--- src/rtl/fifo_pair_wr_sched_pkg.sv ---
// Shared types for the paired-write FIFO scheduler: FSM states, requester select,
// and the timeout counter sizing used when FIFO_PAIR_TMO_EN is defined.
package fifo_pair_pkg;

   typedef enum logic [1:0] {
      IDLE = 2'd0,
      HALF = 2'd1,
      PAIR = 2'd2
   } state_e;

   typedef enum logic {
      REQ_A = 1'b0,
      REQ_B = 1'b1
   } req_sel_e;

   localparam int TIMEOUT_CYC_DEF = 16;

   function automatic int tmo_cnt_w(input int cyc);
      return (cyc < 2) ? 1 : $clog2(cyc);
   endfunction

   localparam int TMO_CNT_W = tmo_cnt_w(TIMEOUT_CYC_DEF);

endpackage

--- src/rtl/fifo_pair_wr_sched_rr_arb2.sv ---
// Two-requester round-robin arbiter; the pointer only moves after a contested
// grant that was actually taken (advance high).
module rr_arb2
   import fifo_pair_pkg::*;
(
   input  logic       clk,
   input  logic       reset,
   input  logic [1:0] req,
   input  logic       advance,
   output logic [1:0] gnt
);

   req_sel_e ptr_q, ptr_d;

   always_comb begin
      gnt   = req;
      ptr_d = ptr_q;
      if (req == 2'b11) begin
         gnt = (ptr_q == REQ_A) ? 2'b01 : 2'b10;
         if (advance) begin
            ptr_d = (ptr_q == REQ_A) ? REQ_B : REQ_A;
         end
      end
   end

   always_ff @(posedge clk or negedge reset) begin
      if (!reset) begin
         ptr_q <= REQ_A;
      end else begin
         ptr_q <= ptr_d;
      end
   end

endmodule

--- src/rtl/fifo_pair_wr_sched.sv ---
// Write-side scheduler: arbitrates A/B words, packs them into pairs for the FIFO.
// Build option FIFO_PAIR_TMO_EN adds an auto-flush of a lone word after TIMEOUT_CYC idle cycles.
module fifo_pair_wr_sched
   import fifo_pair_pkg::*;
#(
   parameter int                    DATA_WIDTH  = 8,
   parameter logic [DATA_WIDTH-1:0] PAD_WORD    = '0,
   parameter int                    TIMEOUT_CYC = TIMEOUT_CYC_DEF
) (
   input  logic                    clk,
   input  logic                    reset,
   input  logic                    a_valid,
   input  logic [DATA_WIDTH-1:0]   a_data,
   output logic                    a_ready,
   input  logic                    b_valid,
   input  logic [DATA_WIDTH-1:0]   b_data,
   output logic                    b_ready,
   input  logic                    flush,
   input  logic                    fifo_full,
   input  logic                    fifo_one_left,
   input  logic                    fifo_rd,
   output logic                    fifo_wr,
   output logic [2*DATA_WIDTH-1:0] fifo_w_data,
   output logic                    held,
   output logic                    tmo_flush
);

   state_e                  state_q, state_d;
   logic [DATA_WIDTH-1:0]   lo_q, lo_d;
   logic [DATA_WIDTH-1:0]   hi_q, hi_d;
   logic [1:0]              gnt;
   logic                    can_wr;
   logic                    accept_en;
   logic                    accept;
   logic                    tmo_fire;
   logic [DATA_WIDTH-1:0]   acc_word;

   assign can_wr    = (~fifo_full & ~fifo_one_left) | (fifo_one_left & fifo_rd);
   assign accept_en = (state_q != PAIR) | can_wr;

   rr_arb2 u_arb (
      .clk     (clk),
      .reset   (reset),
      .req     ({b_valid, a_valid}),
      .advance (accept_en),
      .gnt     (gnt)
   );

   // Gated by reset so the requesters see no handshake while reset is asserted.
   assign a_ready  = gnt[0] & accept_en & reset;
   assign b_ready  = gnt[1] & accept_en & reset;
   assign accept   = a_ready | b_ready;
   assign acc_word = a_ready ? a_data : b_data;

   assign fifo_wr     = (state_q == PAIR);
   assign fifo_w_data = {hi_q, lo_q};
   assign held        = (state_q == HALF);
   assign tmo_flush   = tmo_fire;

`ifdef FIFO_PAIR_TMO_EN
   localparam int CNT_W = tmo_cnt_w(TIMEOUT_CYC);
   logic [CNT_W-1:0] cnt_q, cnt_d;
   logic             half_idle;

   assign half_idle = (state_q == HALF) & ~accept & ~flush;
   assign tmo_fire  = half_idle & (cnt_q == CNT_W'(TIMEOUT_CYC - 1));

   always_comb begin
      cnt_d = cnt_q;
      if ((state_d == HALF) && (state_q != HALF)) begin
         cnt_d = '0;
      end else if (half_idle && !tmo_fire) begin
         cnt_d = cnt_q + 1'b1;
      end
   end

   always_ff @(posedge clk or negedge reset) begin
      if (!reset) begin
         cnt_q <= '0;
      end else begin
         cnt_q <= cnt_d;
      end
   end
`else
   assign tmo_fire = 1'b0;
`endif

   always_comb begin
      state_d = state_q;
      lo_d    = lo_q;
      hi_d    = hi_q;
      case (state_q)
         IDLE: begin
            if (accept) begin
               lo_d    = acc_word;
               state_d = HALF;
            end
         end
         HALF: begin
            if (accept) begin
               hi_d    = acc_word;
               state_d = PAIR;
            end else if (flush || tmo_fire) begin
               hi_d    = PAD_WORD;
               state_d = PAIR;
            end
         end
         PAIR: begin
            // The pair leaves this cycle; a concurrent word starts the next pair.
            if (can_wr) begin
               if (accept) begin
                  lo_d    = acc_word;
                  state_d = HALF;
               end else begin
                  state_d = IDLE;
               end
            end
         end
         default: state_d = IDLE;
      endcase
   end

   always_ff @(posedge clk or negedge reset) begin
      if (!reset) begin
         state_q <= IDLE;
         lo_q    <= '0;
         hi_q    <= '0;
      end else begin
         state_q <= state_d;
         lo_q    <= lo_d;
         hi_q    <= hi_d;
      end
   end

endmodule

--- config.mk ---
export PLATFORM = sky130hd
export DESIGN_NAME = fifo_pair_wr_sched
export DESIGN_NICKNAME = d
export VERILOG_FILES = /design/src/rtl/fifo_pair_wr_sched_pkg.sv /design/src/rtl/fifo_pair_wr_sched_rr_arb2.sv /design/src/rtl/fifo_pair_wr_sched.sv
export SDC_FILE = /design/constraint.sdc
export NUM_CORES = 1
export LEC_CHECK = 0
export CAP_MARGIN = 20
export CORE_UTILIZATION = 39
export CTS_CLUSTER_DIAMETER = 150
export DETAILED_ROUTE_END_ITERATION = 8
export GPL_TIMING_DRIVEN = 0
export HOLD_SLACK_MARGIN = 0.03
export PLACE_DENSITY = 0.86
export SLEW_MARGIN = 5
export SYNTH_ARGS = -nofsm -noshare
export SYNTH_HDL_FRONTEND = slang
export SYNTH_SLANG_ARGS = --single-unit
--- constraint.sdc ---
create_clock -name clk -period 1.7 [get_ports clk]
set_clock_uncertainty 0.15 [all_clocks]
set_input_delay 0.255 -clock clk [delete_from_list [all_inputs] [get_ports clk]]
set_output_delay 0.255 -clock clk [all_outputs]
set_load 0.03 [all_outputs]
==> flow_metrics.tcl, run 1 <==
set metrics [dict create \
    whs_ns 0.316 \
    layout_setup_ws_ns -0.180 \
    cts_tree "built" \
    synth-seq-area-share_pct 53.1 \
    drv_slew 0 \
    port_buffers 43 \
    wl_um 2420 \
    core_area_um2 2060 \
    synth_top_area_share_pct 53.1 \
    syn_nets 110 \
    arrival_ns 1.48 \
    yosys.area_share.xor_xnor_pct 0.978 \
    hold_depth 4 \
    ys_ff_latch 19 \
    start_util_pct 43.4 \
    max_cap_viol_count 0 \
    drt_iter0_markers 12 \
    synth_warnings 0 \
    critical_path_class "flip-flop to output pin" \
    antenna_found_initial 0 \
    ys_types 21 \
    dieArea_um2 2490 \
    p_switching_mw 0.927 \
    synth_compound_area_share_pct 16.5 \
    synth-simple-area-share_pct 13.8 \
    fmax_ghz 0.532 \
    ant_nets 0 \
    p_leak_nw 0.726 \
    drtPass1Iterations 4 \
    tns_ns -0.262 \
    placedCellCount 156 \
    rows 16 \
    fin_crit_sh_pct 111 \
    outcome "finished, violations left" \
    drc_errors 0 \
    grt_first_pass_wirelength_um 3860 \
    grt-ovfl-total 0 \
    cts_root_buf "clkbuf_4" \
    synth_top_family_by_area "compound AO/OA/AOI/OAI gates" \
    track_usage_pct 21.3 \
    p_sw_share_pct 44.2 \
    dieHeight_um 49.9 \
    crit_fanout 3 \
    layout.nets 168 \
    hold_viol_final 0 \
    io_pins 45 \
    endpoint_kind "output pin" \
    vias 821 \
    cts_max_path_buffers 2 \
    cts_sinks 19 \
    insertion_delay_ns 0.29 \
    yosys.area_share.adder_pct 0 \
    area_growth_pct 69.6 \
    numCtsBuffers 3 \
    instances_no_fill 170 \
    die_width_um 49.9 \
    synth.area.mux_share_pct 8.94 \
    diodes 0 \
    hold_path.class "input pin to flip-flop" \
    cts-htree-levels 1 \
    min_period_ns 1.88 \
    place_ws_ns -1.36 \
    detail_route.vias_per_cell 4.83 \
    gp_congestion 0.701 \
    wl_per_cell_um 14.2 \
    clockPowerShare_pct 11.0 \
    violations "setup timing" \
    internal_power_mw 1.17 \
    ir_drop_v 0.000829 \
    grt_pass1_vias 858 \
    setup_viol 2 \
    startpoint_type "flip-flop" \
    synthTopCellsByArea "dfrtp_1, mux2i_1, o21ai_1" \
    powerDensity_nw_per_um2 1380 \
    grt_max_degree 20 \
    cts.clk_slew.worst_paths_ns 0.10 \
    final_core_util_pct 73.7 \
    ff2ff_path_depth 6 \
    rsz0062_at_grt "yes" \
    wl_met2_um 1340 \
    syn_inst 86 \
    yosys.area.top_type "dfrtp_1" \
    p_seq_share_pct 35.5 \
    wl_met1_um 961 \
    synthesis.area_per_instance_um2 10.4 \
    met3WireLength_um 125 \
    drive_gt1_share_pct 25.9 \
    synth_area_um2 896 \
    power_frac_comb_pct 53.5 \
    place_hpwl_um 1630 \
    cp.required_ns 1.29 \
    dr.max_layer_used "met3" \
    maxSlewHeadroom_pct 42.5 \
    worst_pin_slew_ns 0.860 \
]
metrics by stage:
stage / instance area, um^2 / total power, mW
6_report: 1520 / 2.10
2_1_floorplan: 898 / 1.39
5_1_grt: 1520 / 2.22
3_3_place_gp: 1360 / 1.86
3_5_place_dp: 1360 / 1.89
4_1_cts: 1500 / 2.08
state kept, by name (all words and copies together) (netlist names):
name and count:
hi_q 8, lo_q 8, state_q 2, u_arb.ptr_q 1
final cells by class:
cell class,instances,area (um^2)
fill,161,543
multi-input combinational,59,422
timing repair buffer,53,504
sequential,19,475
inverter,4,15.0
buffer,4,41.3
clock inverter,1,5.00
tap,27,33.8
clock buffer,3,22.5
synthesized netlist by cell type (all sizes together):
master	number
or3	1
o311ai	1
o311a	1
conb	1
buf	4
nor2	10
a21oi	8
o21ai	9
xnor2	1
nand2b	1
and2	2
nor2b	1
dfrtp	19
o2111a	1
inv	4
nand3	1
a21o	1
mux2i	8
o21a	1
nand2	11
final timing paths:
path | startpoint | end | slack, ns
max in group asynchronous | reset | state_q[1] | 0.39
min reg2reg | hi_q[2] | hi_q[2] | 0.35
min in group asynchronous | reset | hi_q[4] | 0.47
max | state_q[0] | b_ready | -0.18
max reg2reg | state_q[0] | lo_q[6] | 0.02
min | reset | state_q[0] | 0.32
placed cells by master (no fill, tap or decap), types with 2 or more instances in the layout:
cell type	instances
nand2_1	11
a21oi_1	7
dfrtp_1	19
buf_4	8
clkdlybuf4s50_1	20
buf_2	2
nor2_1	9
buf_12	2
o21ai_1	8
inv_1	3
buf_6	6
dlygate4sd2_1	18
mux2i_4	2
mux2i_2	3
and2_4	2
mux2i_1	3
clkbuf_4	3
worst max-delay path: stages (launching register included):
cell and delay, ns:
dfrtp_1 0.40, nand2b_4 0.16, or3_4 0.33, o2111a_1 0.15, buf_6 0.14
logic make-up (layout without fill, tap and decap cells):
group | count (synthesis) | in the layout
AO/OA/AOI/OAI | 22 | 22
XOR/XNOR | 1 | 1
buffers and inverters | 8 | 65
flip-flops | 19 | 19
multiplexers | 8 | 8
other | 1 | 1
AND/OR/NAND/NOR | 27 | 27
power by group through the flow:
stage,Combinational [mW],Clock (mW),Sequential (mW)
after floorplan,0.328,0,1.07
after global placement,1.12,0,0.749
after detailed placement,1.14,0,0.759
after CTS,1.10,0.238,0.742
after global routing,1.20,0.261,0.764
final,1.12,0.231,0.745
timing repair:
item | 4_1_cts | 5_1_grt
resized for setup | 58 | 9
hold endpoints to repair | 19 | 0
buffers inserted | 8 | 1
pin swaps | 3 | 2
hold buffers | 1 | 0
setup endpoints to repair | 38 | 20
layer usage:
| metal | up-vias | track usage, % |
|---|---|---|
| met5 | - | 0 |
| met4 | 0 | 8.57 |
| met3 | 0 | 4.63 |
| met2 | 28 | 38.1 |
| met1 | 388 | 24.2 |
| li1 | 405 | - |
(Power assumes the default switching activity.)
==> run 2, diff against run 1 <==
Settings changed: GPL_TIMING_DRIVEN 0 to 1, PLACE_DENSITY 0.86 to 0.78.
==> flow_metrics.tcl, run 2 (synthesis results as in run 1) <==
set metrics [dict create \
    drc_errors 0 \
    rows 16 \
    drv_slew 0 \
    diodes 0 \
    cts_root_buf "clkbuf_4" \
    antenna_found_initial 0 \
    hold_path.class "input pin to async pin" \
    place_hpwl_um 1770 \
    dieArea_um2 2490 \
    cts_hold_buf 0 \
    violations "setup timing" \
    max_cap_viol_count 0 \
    outcome "finished, violations left" \
    endpoint_kind "output pin" \
    drive_gt1_share_pct 26.6 \
    mostFrequentLayoutCells "clkdlybuf4s50_1, dfrtp_1, dlygate4sd2_1" \
    instances_no_fill 170 \
    setup_viol 18 \
    arrival_ns 1.49 \
    rsz0062_at_grt "yes" \
    core_area_um2 2060 \
    powerDensity_nw_per_um2 1370 \
    grt-ovfl-total 0 \
    crit_fanout 2 \
    start_util_pct 43.4 \
    port_buffers 43 \
    vias 828 \
    cts_tree "built" \
    ir_drop_v 0.000761 \
    gp_congestion 0.759 \
    grt_pass1_vias 862 \
    layout.nets 168 \
    fin_crit_sh_pct 112 \
    io_pins 45 \
    insertion_delay_ns 0.29 \
    area_growth_pct 72.1 \
    cts-htree-levels 1 \
    hold_viol_final 0 \
    cts_sinks 19 \
    critical_path_class "flip-flop to output pin" \
    final_core_util_pct 74.8 \
    startpoint_type "flip-flop" \
    p_leak_nw 0.709 \
    placedCellCount 163 \
    final_common_cell "clkdlybuf4s50_1" \
    detail_route.vias_per_cell 4.87 \
    drtPass1Iterations 4 \
    drt_iter0_markers 18 \
    die_width_um 49.9 \
    cts_max_path_buffers 2 \
    cts.clk_slew.worst_paths_ns 0.11 \
    reg_top3 "hi_q: 8 flops, lo_q: 8 flops, state_q: 2 flops" \
    wl_um 2290 \
    dieHeight_um 49.9 \
    numCtsBuffers 3 \
    ff2ff_path_depth 7 \
    grt_first_pass_wirelength_um 3800 \
    fmax_ghz 0.527 \
    min_period_ns 1.90 \
    grt_max_degree 13 \
    power_mw 2.11 \
    ant_nets 0 \
    layout_setup_ws_ns -0.199 \
    track_usage_pct 20.4 \
    wl_per_cell_um 13.5 \
    cp.required_ns 1.29 \
]
-- run 2: cell count changes in the layout (fill, tap and decap cells not counted), sizes merged --
cell           change
dlygate4sd3        -1
clkdlybuf4s50      +1
-- run 2: power breakdown --
part	internal (mW)	switching, mW
sequential	0.634	0.112
clock	0.0874	0.136
combinational	0.470	0.675
-- run 2: through the flow --
stage	worst slack, ns	hold slack [ns]	cell area, um^2	TNS [ns]
2_1_floorplan	0.0241	-0.191	898	0
3_3_place_gp	-0.312	0.323	1410	-4.32
3_5_place_dp	-0.326	0.329	1410	-4.51
4_1_cts	-0.196	0.129	1460	-2.60
5_1_grt	-0.256	0.133	1540	-3.95
6_report	-0.199	0.136	1540	-2.76
-- run 2: path summary, 6_finish.rpt --
check,start,to,slack (ns)
worst max-delay path,state_q[0],a_ready,-0.20
worst min-delay path,reset,state_q[1],0.14
worst max register to register,state_q[0],lo_q[7],-0.19
worst min register to register,hi_q[7],hi_q[7],0.35
max in group asynchronous,reset,hi_q[2],1.09
min in group clk,hi_q[7],hi_q[7],0.35
-- run 2: what timing repair did --
action	CTS	global route
endpoints found under the setup margin	19	19
resized for setup	26	22
setup buffers	2	1
pin swaps	4	2
-- run 2: area by class of cell --
type	count	area [um^2]
Timing Repair Buffer	57	547
Fill cell	164	520
Sequential cell	19	475
Multi-Input combinational cell	59	440
Tap cell	27	33.8
Clock buffer	3	22.5
Inverter	4	17.5
Clock inverter	1	5.00
-- run 2: critical path: stages (launching register included) --
cell and delay [ns]:
dfrtp_1 0.39, nand2b_4 0.16, buf_12 0.12, o311ai_4 0.24, buf_12 0.14, inv_4 0.03
buf_6 0.12
-- run 2: metal layers --
metal	up-vias	GRT usage [%]	wire [um]
met5	-	0	0
met4	0	4.29	4
met3	2	3.09	114
met2	27	40.3	1210
met1	397	22.5	963
li1	402	-	-
==> run 3, diff against run 2 <==
Settings changed: SKIP_CTS_REPAIR_TIMING set to 1.
==> flow_metrics.tcl, run 3 (synthesis results as in run 1) <==
set metrics [dict create \
    cp.required_ns 1.29 \
    vias 861 \
    internal_power_mw 1.28 \
    track_usage_pct 19.5 \
    drive_gt1_share_pct 28.4 \
    clockPowerShare_pct 10.1 \
    dieArea_um2 2490 \
    cts_sinks 19 \
    place_hpwl_um 1770 \
    layout_setup_ws_ns -0.161 \
    grt_use_met3_pct 3.40 \
    grt_pass1_vias 839 \
    numCtsBuffers 3 \
    p_sw_share_pct 43.1 \
    grtUsageMet1_pct 21.3 \
    startpoint_type "flip-flop" \
    hold_path.class "input pin to async pin" \
    ant_nets 0 \
    p_leak_nw 0.879 \
    layout.nets 166 \
    start_util_pct 43.4 \
    cts_tree "built" \
    area_growth_pct 83.7 \
    min_period_ns 1.86 \
    core_area_um2 2060 \
    p_seq_share_pct 33.5 \
    detail_route.vias_per_cell 5.13 \
    final_cell_area_um2 1650 \
    io_pins 45 \
    rsz0062_at_grt "yes" \
    dieHeight_um 49.9 \
    outcome "finished, violations left" \
    fmax_ghz 0.537 \
    crit_fanout 4 \
    final_common_cell "clkdlybuf4s50_1" \
    insertion_delay_ns 0.29 \
    grt_busiest_layer "met2" \
    drt_iter0_markers 12 \
    grt_use_met2_pct 38.1 \
    port_buffers 43 \
    antenna_found_initial 0 \
    drc_errors 0 \
    fin_crit_sh_pct 109 \
    final_core_util_pct 79.8 \
    p_switching_mw 0.968 \
    power_frac_comb_pct 56.4 \
    powerDensity_nw_per_um2 1360 \
    cts_root_buf "clkbuf_4" \
    setup_viol 17 \
    reg_top3 "hi_q: 8 flops, lo_q: 8 flops, state_q: 2 flops" \
    diodes 0 \
    grt_first_pass_wirelength_um 3640 \
    max_cap_viol_count 0 \
    wl_um 2600 \
    grt-ovfl-total 0 \
    mostFrequentLayoutCells "clkdlybuf4s50_1, dfrtp_1, dlymetal6s2s_1" \
    endpoint_kind "output pin" \
    cts_max_path_buffers 2 \
    wl_per_cell_um 15.5 \
    violations "setup timing" \
    arrival_ns 1.46 \
    rows 16 \
    gp_congestion 0.759 \
    drtPass1Iterations 4 \
    critical_path_class "flip-flop to output pin" \
    cts-htree-levels 1 \
    cts.clk_slew.worst_paths_ns 0.11 \
    hold_viol_final 0 \
    die_width_um 49.9 \
    postPlaceCellArea_um2 1410 \
    ir_drop_v 0.000941 \
    grt_max_degree 13 \
    drv_slew 0 \
]
-- run 3: cell types whose count changed in the layout (fill, tap and decap cells not counted), moves of 7 or more --
cell / before / now
a21oi_1: 8 / 1
a21oi_2: 0 / 7
dlygate4sd2_1: 18 / 0
dlymetal6s2s_1: 0 / 19
-- run 3: critical path, cell delays in order (launching register included) --
cell and delay (ns):
dfrtp_1 0.39, nand2b_4 0.17, or3_4 0.33, o2111a_1 0.13, buf_6 0.14
-- run 3: power by group through the flow --
stage / combinational (mW) / sequential, mW / clock (mW)
after floorplan: 0.328 / 1.07 / 0
after CTS: 1.17 / 0.754 / 0.228
after global routing: 1.33 / 0.769 / 0.247
after global placement: 1.14 / 0.749 / 0
final: 1.27 / 0.751 / 0.227
after detailed placement: 1.17 / 0.761 / 0
-- run 3: stage by stage --
step	cells	total power [mW]	hold slack, ns	setup TNS (ns)	worst slack, ns
floorplan	86	1.39	-0.191	0	0.0241
global placement	163	1.89	0.323	-4.32	-0.312
detailed placement	163	1.93	0.329	-4.51	-0.326
CTS	167	2.15	0.129	-1.64	-0.363
global route	168	2.35	0.144	-1.58	-0.229
finish	168	2.24	0.138	-0.570	-0.161
-- run 3: final timing paths --
check,slack (ns),to,cells past startpoint,start
max in group asynchronous,1.08,hi_q[2],2,reset
min in group clk,0.34,hi_q[3],2,hi_q[3]
worst min-delay path,0.14,state_q[1],2,reset
worst min register to register,0.34,hi_q[3],2,hi_q[3]
worst max register to register,-0.04,hi_q[2],6,state_q[0]
worst max-delay path,-0.16,b_ready,4,state_q[0]
-- run 3: cell type report --
class	instances	area (um^2)
clock buffers	3	22.5
clock inverters	1	5.00
fillers	134	417
inverters	4	17.5
multi-input cells	59	490
flip-flops and latches	19	475
well taps	27	33.8
repair buffers	55	601
-- run 3: routing by layer --
metal	vias to the layer above	share of wire (%)
met5	-	0
li1	405	-
met2	37	57
met1	413	38
met4	0	1.3
met3	6	4.5
